===== src/rtl/bridge_sync_fifo_if.sv =====
// Command-FIFO handshake bundle between the AHB slave front end and the APB master FSM.
// Error-status signals exist only when BRIDGE_FIFO_ERR_EN is defined.
interface bridge_sync_fifo_if #(
  parameter int unsigned DSIZE  = 32,
  parameter int unsigned AWIDTH = 32,
  parameter int unsigned ASIZE  = 4
);
  logic              flush;
  logic              wr_en;
  logic [AWIDTH-1:0] wr_addr;
  logic [DSIZE-1:0]  wr_data;
  logic              wr_write;
  logic              rd_en;
  logic              rd_valid;
  logic [AWIDTH-1:0] rd_addr;
  logic [DSIZE-1:0]  rd_data;
  logic              rd_write;
  logic              full;
  logic              empty;
  logic              almost_full;
  logic              almost_empty;
  logic [ASIZE:0]    count;
`ifdef BRIDGE_FIFO_ERR_EN
  logic              err_clr;
  logic              overflow;
  logic              underflow;

  modport master (
    output flush, wr_en, wr_addr, wr_data, wr_write, rd_en, err_clr,
    input  rd_valid, rd_addr, rd_data, rd_write, full, empty,
           almost_full, almost_empty, count, overflow, underflow
  );
  modport slave (
    input  flush, wr_en, wr_addr, wr_data, wr_write, rd_en, err_clr,
    output rd_valid, rd_addr, rd_data, rd_write, full, empty,
           almost_full, almost_empty, count, overflow, underflow
  );
`else
  modport master (
    output flush, wr_en, wr_addr, wr_data, wr_write, rd_en,
    input  rd_valid, rd_addr, rd_data, rd_write, full, empty,
           almost_full, almost_empty, count
  );
  modport slave (
    input  flush, wr_en, wr_addr, wr_data, wr_write, rd_en,
    output rd_valid, rd_addr, rd_data, rd_write, full, empty,
           almost_full, almost_empty, count
  );
`endif
endinterface


===== src/rtl/bridge_sync_fifo.sv =====
// Single-clock command FIFO for the AHB-to-APB bridge: registered pop, occupancy count and flags.
// Optional sticky overflow/underflow status is enabled by defining BRIDGE_FIFO_ERR_EN.
module bridge_sync_fifo #(
  parameter int unsigned DSIZE    = 32,
  parameter int unsigned AWIDTH   = 32,
  parameter int unsigned ASIZE    = 4,
  parameter int unsigned AF_LEVEL = 14,
  parameter int unsigned AE_LEVEL = 2
) (
  input logic               clk,
  input logic               rst,
  bridge_sync_fifo_if.slave bus
);
  localparam int unsigned DEPTH = 1 << ASIZE;
  localparam int unsigned PW    = ASIZE + 1;

  if (!(AE_LEVEL > 0 && AE_LEVEL < AF_LEVEL && AF_LEVEL <= DEPTH)) begin : g_bad_levels
    $error("bridge_sync_fifo: need 0 < AE_LEVEL < AF_LEVEL <= 2**ASIZE");
  end

  typedef struct packed {
    logic [AWIDTH-1:0] addr;
    logic [DSIZE-1:0]  data;
    logic              write;
  } entry_t;

  entry_t          mem [DEPTH];
  logic [PW-1:0]   wptr_q, rptr_q, count_q;
  logic [PW-1:0]   wptr_n, rptr_n, count_n;
  logic            full_q, empty_q, af_q, ae_q;
  logic            full_n, empty_n, af_n, ae_n;
  logic            rd_valid_q, rd_valid_n;
  entry_t          rd_q, rd_n;
  entry_t          wr_entry_c;
  logic            wr_acc_c, rd_acc_c;

  // Accept decisions use the registered flags, so a full FIFO drops the write and an empty one never bypasses.
  always_comb begin
    wr_acc_c   = bus.wr_en & ~full_q;
    rd_acc_c   = bus.rd_en & ~empty_q;
    wr_entry_c = entry_t'({bus.wr_addr, bus.wr_data, bus.wr_write});
    wptr_n     = wptr_q;
    rptr_n     = rptr_q;
    count_n    = count_q;
    rd_valid_n = 1'b0;
    rd_n       = rd_q;
    if (bus.flush) begin
      wptr_n  = '0;
      rptr_n  = '0;
      count_n = '0;
    end else begin
      if (wr_acc_c) wptr_n = wptr_q + PW'(1);
      if (rd_acc_c) begin
        rptr_n     = rptr_q + PW'(1);
        rd_valid_n = 1'b1;
        rd_n       = mem[rptr_q[ASIZE-1:0]];
      end
      case ({wr_acc_c, rd_acc_c})
        2'b10:   count_n = count_q + PW'(1);
        2'b01:   count_n = count_q - PW'(1);
        default: count_n = count_q;
      endcase
    end
    // Flags are precomputed from next-state pointers so they land in the same cycle as count.
    full_n  = (wptr_n[ASIZE-1:0] == rptr_n[ASIZE-1:0]) && (wptr_n[ASIZE] != rptr_n[ASIZE]);
    empty_n = (wptr_n == rptr_n);
    af_n    = (count_n >= PW'(AF_LEVEL));
    ae_n    = (count_n <= PW'(AE_LEVEL));
  end

  always_ff @(posedge clk) begin
    if (rst) begin
      wptr_q     <= '0;
      rptr_q     <= '0;
      count_q    <= '0;
      full_q     <= 1'b0;
      empty_q    <= 1'b1;
      af_q       <= 1'b0;
      ae_q       <= 1'b1;
      rd_valid_q <= 1'b0;
      rd_q       <= '0;
    end else begin
      wptr_q     <= wptr_n;
      rptr_q     <= rptr_n;
      count_q    <= count_n;
      full_q     <= full_n;
      empty_q    <= empty_n;
      af_q       <= af_n;
      ae_q       <= ae_n;
      rd_valid_q <= rd_valid_n;
      rd_q       <= rd_n;
    end
  end

  // Storage has no reset; only pointers define what is valid.
  always_ff @(posedge clk) begin
    if (!rst && !bus.flush && wr_acc_c) mem[wptr_q[ASIZE-1:0]] <= wr_entry_c;
  end

  assign bus.rd_valid     = rd_valid_q;
  assign bus.rd_addr      = rd_q.addr;
  assign bus.rd_data      = rd_q.data;
  assign bus.rd_write     = rd_q.write;
  assign bus.full         = full_q;
  assign bus.empty        = empty_q;
  assign bus.almost_full  = af_q;
  assign bus.almost_empty = ae_q;
  assign bus.count        = count_q;

`ifdef BRIDGE_FIFO_ERR_EN
  logic ovf_q, udf_q, ovf_n, udf_n;

  // Sticky error status; a new error wins over err_clr in the same cycle.
  always_comb begin
    ovf_n = ovf_q;
    udf_n = udf_q;
    if (bus.flush) begin
      ovf_n = 1'b0;
      udf_n = 1'b0;
    end else begin
      if (bus.wr_en && full_q)       ovf_n = 1'b1;
      else if (bus.err_clr)          ovf_n = 1'b0;
      if (bus.rd_en && empty_q)      udf_n = 1'b1;
      else if (bus.err_clr)          udf_n = 1'b0;
    end
  end

  always_ff @(posedge clk) begin
    if (rst) begin
      ovf_q <= 1'b0;
      udf_q <= 1'b0;
    end else begin
      ovf_q <= ovf_n;
      udf_q <= udf_n;
    end
  end

  assign bus.overflow  = ovf_q;
  assign bus.underflow = udf_q;
`endif
endmodule


===== src/flat_wrapper.sv =====
// flat-port wrapper written by rule: the top's interface ports become plain ports
module bridge_sync_fifo_flat 
#(
  parameter int unsigned DSIZE    = 32,
  parameter int unsigned AWIDTH   = 32,
  parameter int unsigned ASIZE    = 4,
  parameter int unsigned AF_LEVEL = 14,
  parameter int unsigned AE_LEVEL = 2
)
  (clk, rst, bus_flush, bus_wr_en, bus_wr_addr, bus_wr_data, bus_wr_write, bus_rd_en, bus_rd_valid, bus_rd_addr, bus_rd_data, bus_rd_write, bus_full, bus_empty, bus_almost_full, bus_almost_empty, bus_count);
  bridge_sync_fifo_if #(.DSIZE(DSIZE), .AWIDTH(AWIDTH), .ASIZE(ASIZE)) bus_i ();
  input logic clk;
  input logic rst;
  input wire logic [$bits(bus_i.flush)-1:0] bus_flush;
  input wire logic [$bits(bus_i.wr_en)-1:0] bus_wr_en;
  input wire logic [$bits(bus_i.wr_addr)-1:0] bus_wr_addr;
  input wire logic [$bits(bus_i.wr_data)-1:0] bus_wr_data;
  input wire logic [$bits(bus_i.wr_write)-1:0] bus_wr_write;
  input wire logic [$bits(bus_i.rd_en)-1:0] bus_rd_en;
  output wire logic [$bits(bus_i.rd_valid)-1:0] bus_rd_valid;
  output wire logic [$bits(bus_i.rd_addr)-1:0] bus_rd_addr;
  output wire logic [$bits(bus_i.rd_data)-1:0] bus_rd_data;
  output wire logic [$bits(bus_i.rd_write)-1:0] bus_rd_write;
  output wire logic [$bits(bus_i.full)-1:0] bus_full;
  output wire logic [$bits(bus_i.empty)-1:0] bus_empty;
  output wire logic [$bits(bus_i.almost_full)-1:0] bus_almost_full;
  output wire logic [$bits(bus_i.almost_empty)-1:0] bus_almost_empty;
  output wire logic [$bits(bus_i.count)-1:0] bus_count;
  assign bus_i.flush = bus_flush;
  assign bus_i.wr_en = bus_wr_en;
  assign bus_i.wr_addr = bus_wr_addr;
  assign bus_i.wr_data = bus_wr_data;
  assign bus_i.wr_write = bus_wr_write;
  assign bus_i.rd_en = bus_rd_en;
  assign bus_rd_valid = bus_i.rd_valid;
  assign bus_rd_addr = bus_i.rd_addr;
  assign bus_rd_data = bus_i.rd_data;
  assign bus_rd_write = bus_i.rd_write;
  assign bus_full = bus_i.full;
  assign bus_empty = bus_i.empty;
  assign bus_almost_full = bus_i.almost_full;
  assign bus_almost_empty = bus_i.almost_empty;
  assign bus_count = bus_i.count;
  bridge_sync_fifo #(.DSIZE(DSIZE), .AWIDTH(AWIDTH), .ASIZE(ASIZE), .AF_LEVEL(AF_LEVEL), .AE_LEVEL(AE_LEVEL)) u_core (.clk(clk), .rst(rst), .bus(bus_i));
endmodule

===== config.mk =====
export PLATFORM = sky130hd
export DESIGN_NAME = bridge_sync_fifo_flat
export DESIGN_NICKNAME = d
export VERILOG_FILES = /design/src/rtl/bridge_sync_fifo_if.sv /design/src/rtl/bridge_sync_fifo.sv /design/src/flat_wrapper.sv
export SDC_FILE = /design/constraint.sdc
export NUM_CORES = 1
export LEC_CHECK = 0
export CAP_MARGIN = 20
export CORE_AREA = 4 4 277 279
export CTS_BUF_LIST = sky130_fd_sc_hd__clkbuf_8
export CTS_CLUSTER_DIAMETER = 40
export DETAILED_ROUTE_END_ITERATION = 7
export DIE_AREA = 0 0 281 283
export GPL_TIMING_DRIVEN = 0
export PLACE_DENSITY = 0.78
export SYNTH_ARGS = -nofsm -noshare
export SYNTH_HDL_FRONTEND = slang
export SYNTH_SLANG_ARGS = --single-unit

===== constraint.sdc =====
create_clock -name clk -period 6.9 [get_ports clk]
set_input_delay 1.38 -clock clk [delete_from_list [all_inputs] [get_ports clk]]
set_output_delay 1.38 -clock clk [all_outputs]
set_load 0.01 [all_outputs]

**Word level (Yosys, flattened, before mapping)**

Memory sizes are Yosys's and may differ from the RTL's. A register that Yosys moved wholly into a read port is not among the register bits.
Index checks and enable logic that the tools add are counted.

- Logic and storage cells: 41
- Input port bits: 70
- Output and inout port bits: 75
- Bits in writable memories: 1040
- Memories: 1
- Register bits after elaboration: 20

Memory list:

| name | depth | width | read ports | clocked after memory_dff | write ports | line | RTL |
|---|---|---|---|---|---|---|---|
| u_core.mem | 16 | 65 | 1 | 1 | 1 | bridge_sync_fifo.sv:27 | `entry_t mem [DEPTH];` |

- Reductions and logical operators: 7
- Add/subtract/negate cells: 4
- Eq/ne operators: 5
- Muxes and demuxes: 9
- $lt $le $gt $ge: 2
- Bitwise logic cells: 5

Operators by type and width:

| cell | count |
|---|---|
| 5-bit 2-to-1 mux | 5 |
| 5-bit by 1-bit adder with 5-bit output (second input constant) | 3 |
| 5-bit one-hot mux with 2 select lines | 1 |
| 5-bit equality test | 1 |
| 5-bit by 4-bit greater-or-equal comparator with 1-bit output (second input constant) | 1 |
| 5-bit by 2-bit <= comparator with 1-bit output (second input constant) | 1 |
| 5-bit by 1-bit subtractor with 5-bit output (second input constant) | 1 |
| 4-bit equality test | 1 |
| 1-bit logical AND | 3 |
| 1-bit 2-to-1 mux | 3 |
| 1-bit NOT | 3 |
| 1-bit bitwise AND | 2 |
| 2-bit by 1-bit equality test with 1-bit output (second input constant) | 1 |
| 2-bit equality test (second input constant) | 1 |
| 1-bit zero test | 2 |
| 2-bit AND reduction | 1 |
| 2-bit OR reduction | 1 |
| 1-bit inequality test | 1 |

**Depth between registers and ports, before layout**

- Word-level depth: 6
- Depth in mapped cells: 10
- Gate-level depth less buffers: 10

**Worst setup path before layout**

Ideal clock, no wire load.

- Kind: in2reg
- Start: input bus_flush
- End: memory u_core.mem[1][0] (netlist bit) (enable)
- Arrival time: 6.545 ns
- Setup slack: -0.213 ns
- Required time: 6.332 ns
- Stages: 5
- Cell sequence: or2_2 > clkbuf_1 > nor2_1 > nand2_1 > nor3_1

- Cells in the longest elaborated chain, start to end: 5

RTL lines:

| what | line | RTL |
|---|---|---|
| start: declaration | flat_wrapper.sv:14 | `input wire logic [$bits(bus_i.flush)-1:0] bus_flush;` |
| 1-bit zero test | bridge_sync_fifo.sv:97 | `if (!rst && !bus.flush && wr_acc_c) mem[wptr_q[ASIZE-1:0]] <= wr_entry_c;` |
| 1-bit logical AND (2 in a row) | bridge_sync_fifo.sv:97 |  |
| 1-bit 2-to-1 mux | bridge_sync_fifo.sv:97 |  |
| 1-bit 2-to-1 mux (not written as such) | bridge_sync_fifo.sv:97 |  |
| end: declaration | bridge_sync_fifo.sv:27 |  |

Every way passes these cells.

**Worst setup path after layout**

- Start: input bus_flush
- End: memory u_core.mem[15][60] (netlist bit) (enable)

Same word-level chain as after synthesis.

==> flow_metrics.tcl <==
set metrics [dict create \
    post_cts_setup_repair_buffer_count 0 \
    yosys_most_used_dff "sky130_fd_sc_hd__edfxtp_1" \
    critical_path_data_required_time_ns 7.37 \
    ant_nets 0 \
    standard_cell_row_count 100 \
    yosys_warnings 0 \
    ctsResizeCount 0 \
    synth_enable_flop_cells 1040 \
    clkSlewWorstSetupHoldPaths_ns 0.06 \
    achievable-frequency_mhz 245 \
    share_of_power_burned_in_the_clock_network_pct 39.0 \
    number_of_top_level_pins 145 \
    cts_made_buffers 169 \
    worstSetupEndpointType "flop" \
    timing.final.max_slew_violations 0 \
    r2r_start "u_core.rptr_q[1]" \
    worst_slew_margin_rel_pct 23.2 \
    drt-vias-per-instance 6.25 \
    grt_overflow_total 0 \
    floorplan.die_area_um2 79500 \
    route.detailed.drc 0 \
    height_of_the_die_um 283 \
    critical_path_peak_fanout 23 \
    final-setup-viol-count 0 \
    p_leak_nw 15.3 \
    timing.final.hold_violations 0 \
    place_congestion 0.804 \
    worst-slew-pin-transition_ns 1.15 \
    drtIter0Drc 2454 \
    share_seq_of_total_power_pct 58.7 \
    ff2ff_setup_slack_ns 3.31 \
    cts_root_buf "sky130_fd_sc_hd__clkbuf_8" \
    synth.yosys.seq_area_share_pct 78.3 \
    async_reset_ff_share_pct 0 \
    routedWlPerCell_um 29.8 \
    ys_top_cells_by_area "sky130_fd_sc_hd__edfxtp_1 (74%), sky130_fd_sc_hd__mux4_2 (17%), sky130_fd_sc_hd__dfxtp_1 (4.0%), sky130_fd_sc_hd__a22o_1 (1.4%), sky130_fd_sc_hd__clkbuf_1 (0.44%)" \
    gr-usage-all-layers_pct 24.4 \
    min-delay-path-class "reg2reg" \
    synth_most_common_cell "sky130_fd_sc_hd__edfxtp_1" \
    synth_largest_type_area_fraction_pct 74.3 \
    route.vias.total 20100 \
    cts-htree-levels 4 \
    synth_area_leader_cell "sky130_fd_sc_hd__edfxtp_1" \
    finalClockSkew_ns 0.0418 \
    post_route_cells_drive_above_1_share_pct 28.7 \
    critical_path.endpoint "u_core.mem[15][60]" \
    die_width_um 281 \
    final.setup.worst_slack_ns 2.82 \
    finalNetCount 2180 \
    cp-startpoint "bus_flush" \
    netlist_instances 1729 \
    initial_core_util_pct 56.7 \
    post_dp_cell_area_um2 46100 \
    first_global_vias 21300 \
    power.ir.vdd_worst_uv 138 \
    type_of_the_worst_setup_path "in2reg" \
    cts-hold-fix-buffers 0 \
    design_area_um2 49300 \
    dp_hpwl_um 60900 \
    start_kind "primary input" \
    grt_max_degree 24 \
    grt_first_pass_wirelength_um 140000 \
    worstPathArrival_ns 4.56 \
    min-delay-start "u_core.bus.rd_addr[23]" \
    placeableCoreArea_um2 74200 \
    ys_types 43 \
    drt-total-wl_um 96000 \
    power.share.combinational_pct 2.3 \
    min_period_over_period_pct 59.2 \
    rsz0062_at_grt "no" \
    r2r_end "u_core.bus.rd_addr[29]" \
    pwr_density_cell_nw_per_um2 258 \
    netSwitchingPower_mw 2.63 \
    firstDrtPassIters 5 \
    switching_share_pct 20.7 \
    finalCoreUtilization_pct 66.5 \
    buffer_levels_on_the_longest_clock_path 3 \
    place.port_buffers 144 \
    clock_tree_from_tritoncts "yes" \
    numClockSinks 1125 \
    synth_area_per_inst_um2 24.3 \
    postSynthNetCount 1807 \
    postSynthRegisterBits 1125 \
    final_period_minus_worst_setup_slack_ns 4.08 \
    intPower_mw 10.1 \
    insertion_delay_ns 0.82 \
    cap_viol_max_count 0 \
    dpl_worst_slack_ns 2.09 \
    post_synth_instance_area_um2 42000 \
    antenna_found_initial 9 \
    outcome "finished, final reports clean" \
    synthToLayoutAreaGrowth_pct 17.3 \
    netlist_top_cells_count "sky130_fd_sc_hd__edfxtp_1 (1040), sky130_fd_sc_hd__mux4_2 (325), sky130_fd_sc_hd__dfxtp_1 (85)" \
    r2r_cells 6 \
]
how the worst min path moves through the flow:
stage | endpoint | slack (ns) | cells after the start
after CTS | u_core.bus.rd_addr[23] | 0.48 | 1
after detailed placement | u_core.bus.rd_data[4] | 0.47 | 1
after global placement | u_core.bus.rd_data[27] | 0.47 | 1
after floorplan | u_core.rptr_q[4] | 0.49 | 2
final | u_core.bus.rd_addr[23] | 0.48 | 1
after global routing | u_core.bus.rd_addr[26] | 0.50 | 1
kinds of logic after synthesis:
group	Yosys count	share of synthesized area [%]
AOI/OAI and AO/OA	85	1.69
xor gates and xnor gates	15	0.345
adders and majority gates	8	0.238
buffers and inverters	100	1.13
DFF	1125	78.3
muxes	329	17.5
and+or+nand+nor	67	0.753
power groups by stage:
stage / combinational [mW] / clock, mW / sequential [mW]
final: 0.299 / 4.97 / 7.48
after global routing: 0.320 / 5.39 / 7.48
after CTS: 0.299 / 5.03 / 7.48
after detailed placement: 0.297 / 0 / 7.62
after global placement: 0.267 / 0 / 7.62
after floorplan: 0.112 / 0 / 7.62
critical path: stages:
cell and delay [ns]:
sky130_fd_sc_hd__clkdlybuf4s50_1 0.52, sky130_fd_sc_hd__or2_2 0.34, sky130_fd_sc_hd__clkbuf_1 0.22, sky130_fd_sc_hd__nor2_1 0.29, sky130_fd_sc_hd__nand2_1 0.31, sky130_fd_sc_hd__nor2_4 0.87
sky130_fd_sc_hd__buf_12 0.30, sky130_fd_sc_hd__buf_12 0.25
metal layers:
metal  part of all wire [%]  wire length, um  track usage [%]
met4                    3.0             2850             8.05
met5                  0.049               47                0
met3                    9.0             8590             5.86
met2                     53            50500             41.3
met1                     35            34000             31.5
cells in the final DEF (no fill, tap or decap), types with 29 or more instances in the layout:
cell,Yosys,routed
sky130_fd_sc_hd__edfxtp_1,1040,1040
sky130_fd_sc_hd__mux4_2,325,325
sky130_fd_sc_hd__clkbuf_8,0,179
sky130_fd_sc_hd__clkdlybuf4s50_1,0,144
sky130_fd_sc_hd__dfxtp_1,85,85
sky130_fd_sc_hd__inv_1,4,77
sky130_fd_sc_hd__a22o_1,65,65
sky130_fd_sc_hd__clkbuf_1,49,49
sky130_fd_sc_hd__clkinv_1,1,30
sky130_fd_sc_hd__buf_16,0,29
stage by stage:
stage	hold slack [ns]	total power, mW	cells	TNS, ns
2_1_floorplan	0.485	7.74	1729	0
3_3_place_gp	0.466	7.89	2842	-2334.81
3_5_place_dp	0.466	7.92	2897	0
4_1_cts	0.480	12.8	3206	0
5_1_grt	0.497	13.2	3214	0
6_report	0.476	12.7	3217	0
layout make-up:
| cell class | instances | area [um2] |
|---|---|---|
| Antenna cell | 8 | 20.0 |
| Buffer | 95 | 455 |
| Clock buffer | 179 | 2460 |
| Clock inverter | 130 | 659 |
| Fill cell | 4347 | 24900 |
| Inverter | 5 | 18.8 |
| Multi-Input combinational cell | 504 | 8770 |
| Sequential cell | 1125 | 32900 |
| Tap cell | 969 | 1210 |
| Timing Repair Buffer | 202 | 2790 |
flip-flops by register name, indices dropped and copies added (netlist names):
name and cells:
u_core.bus.empty 1, u_core.bus.almost_empty 1, u_core.bus.rd_write 1, u_core.bus.rd_valid 1
u_core.wptr_q 5, u_core.rptr_q 5, u_core.mem 1040, u_core.bus.almost_full 1
u_core.bus.rd_data 32, u_core.bus.count 5, u_core.bus.rd_addr 32, u_core.bus.full 1
Note: power is estimated with default switching activity, not from simulation.
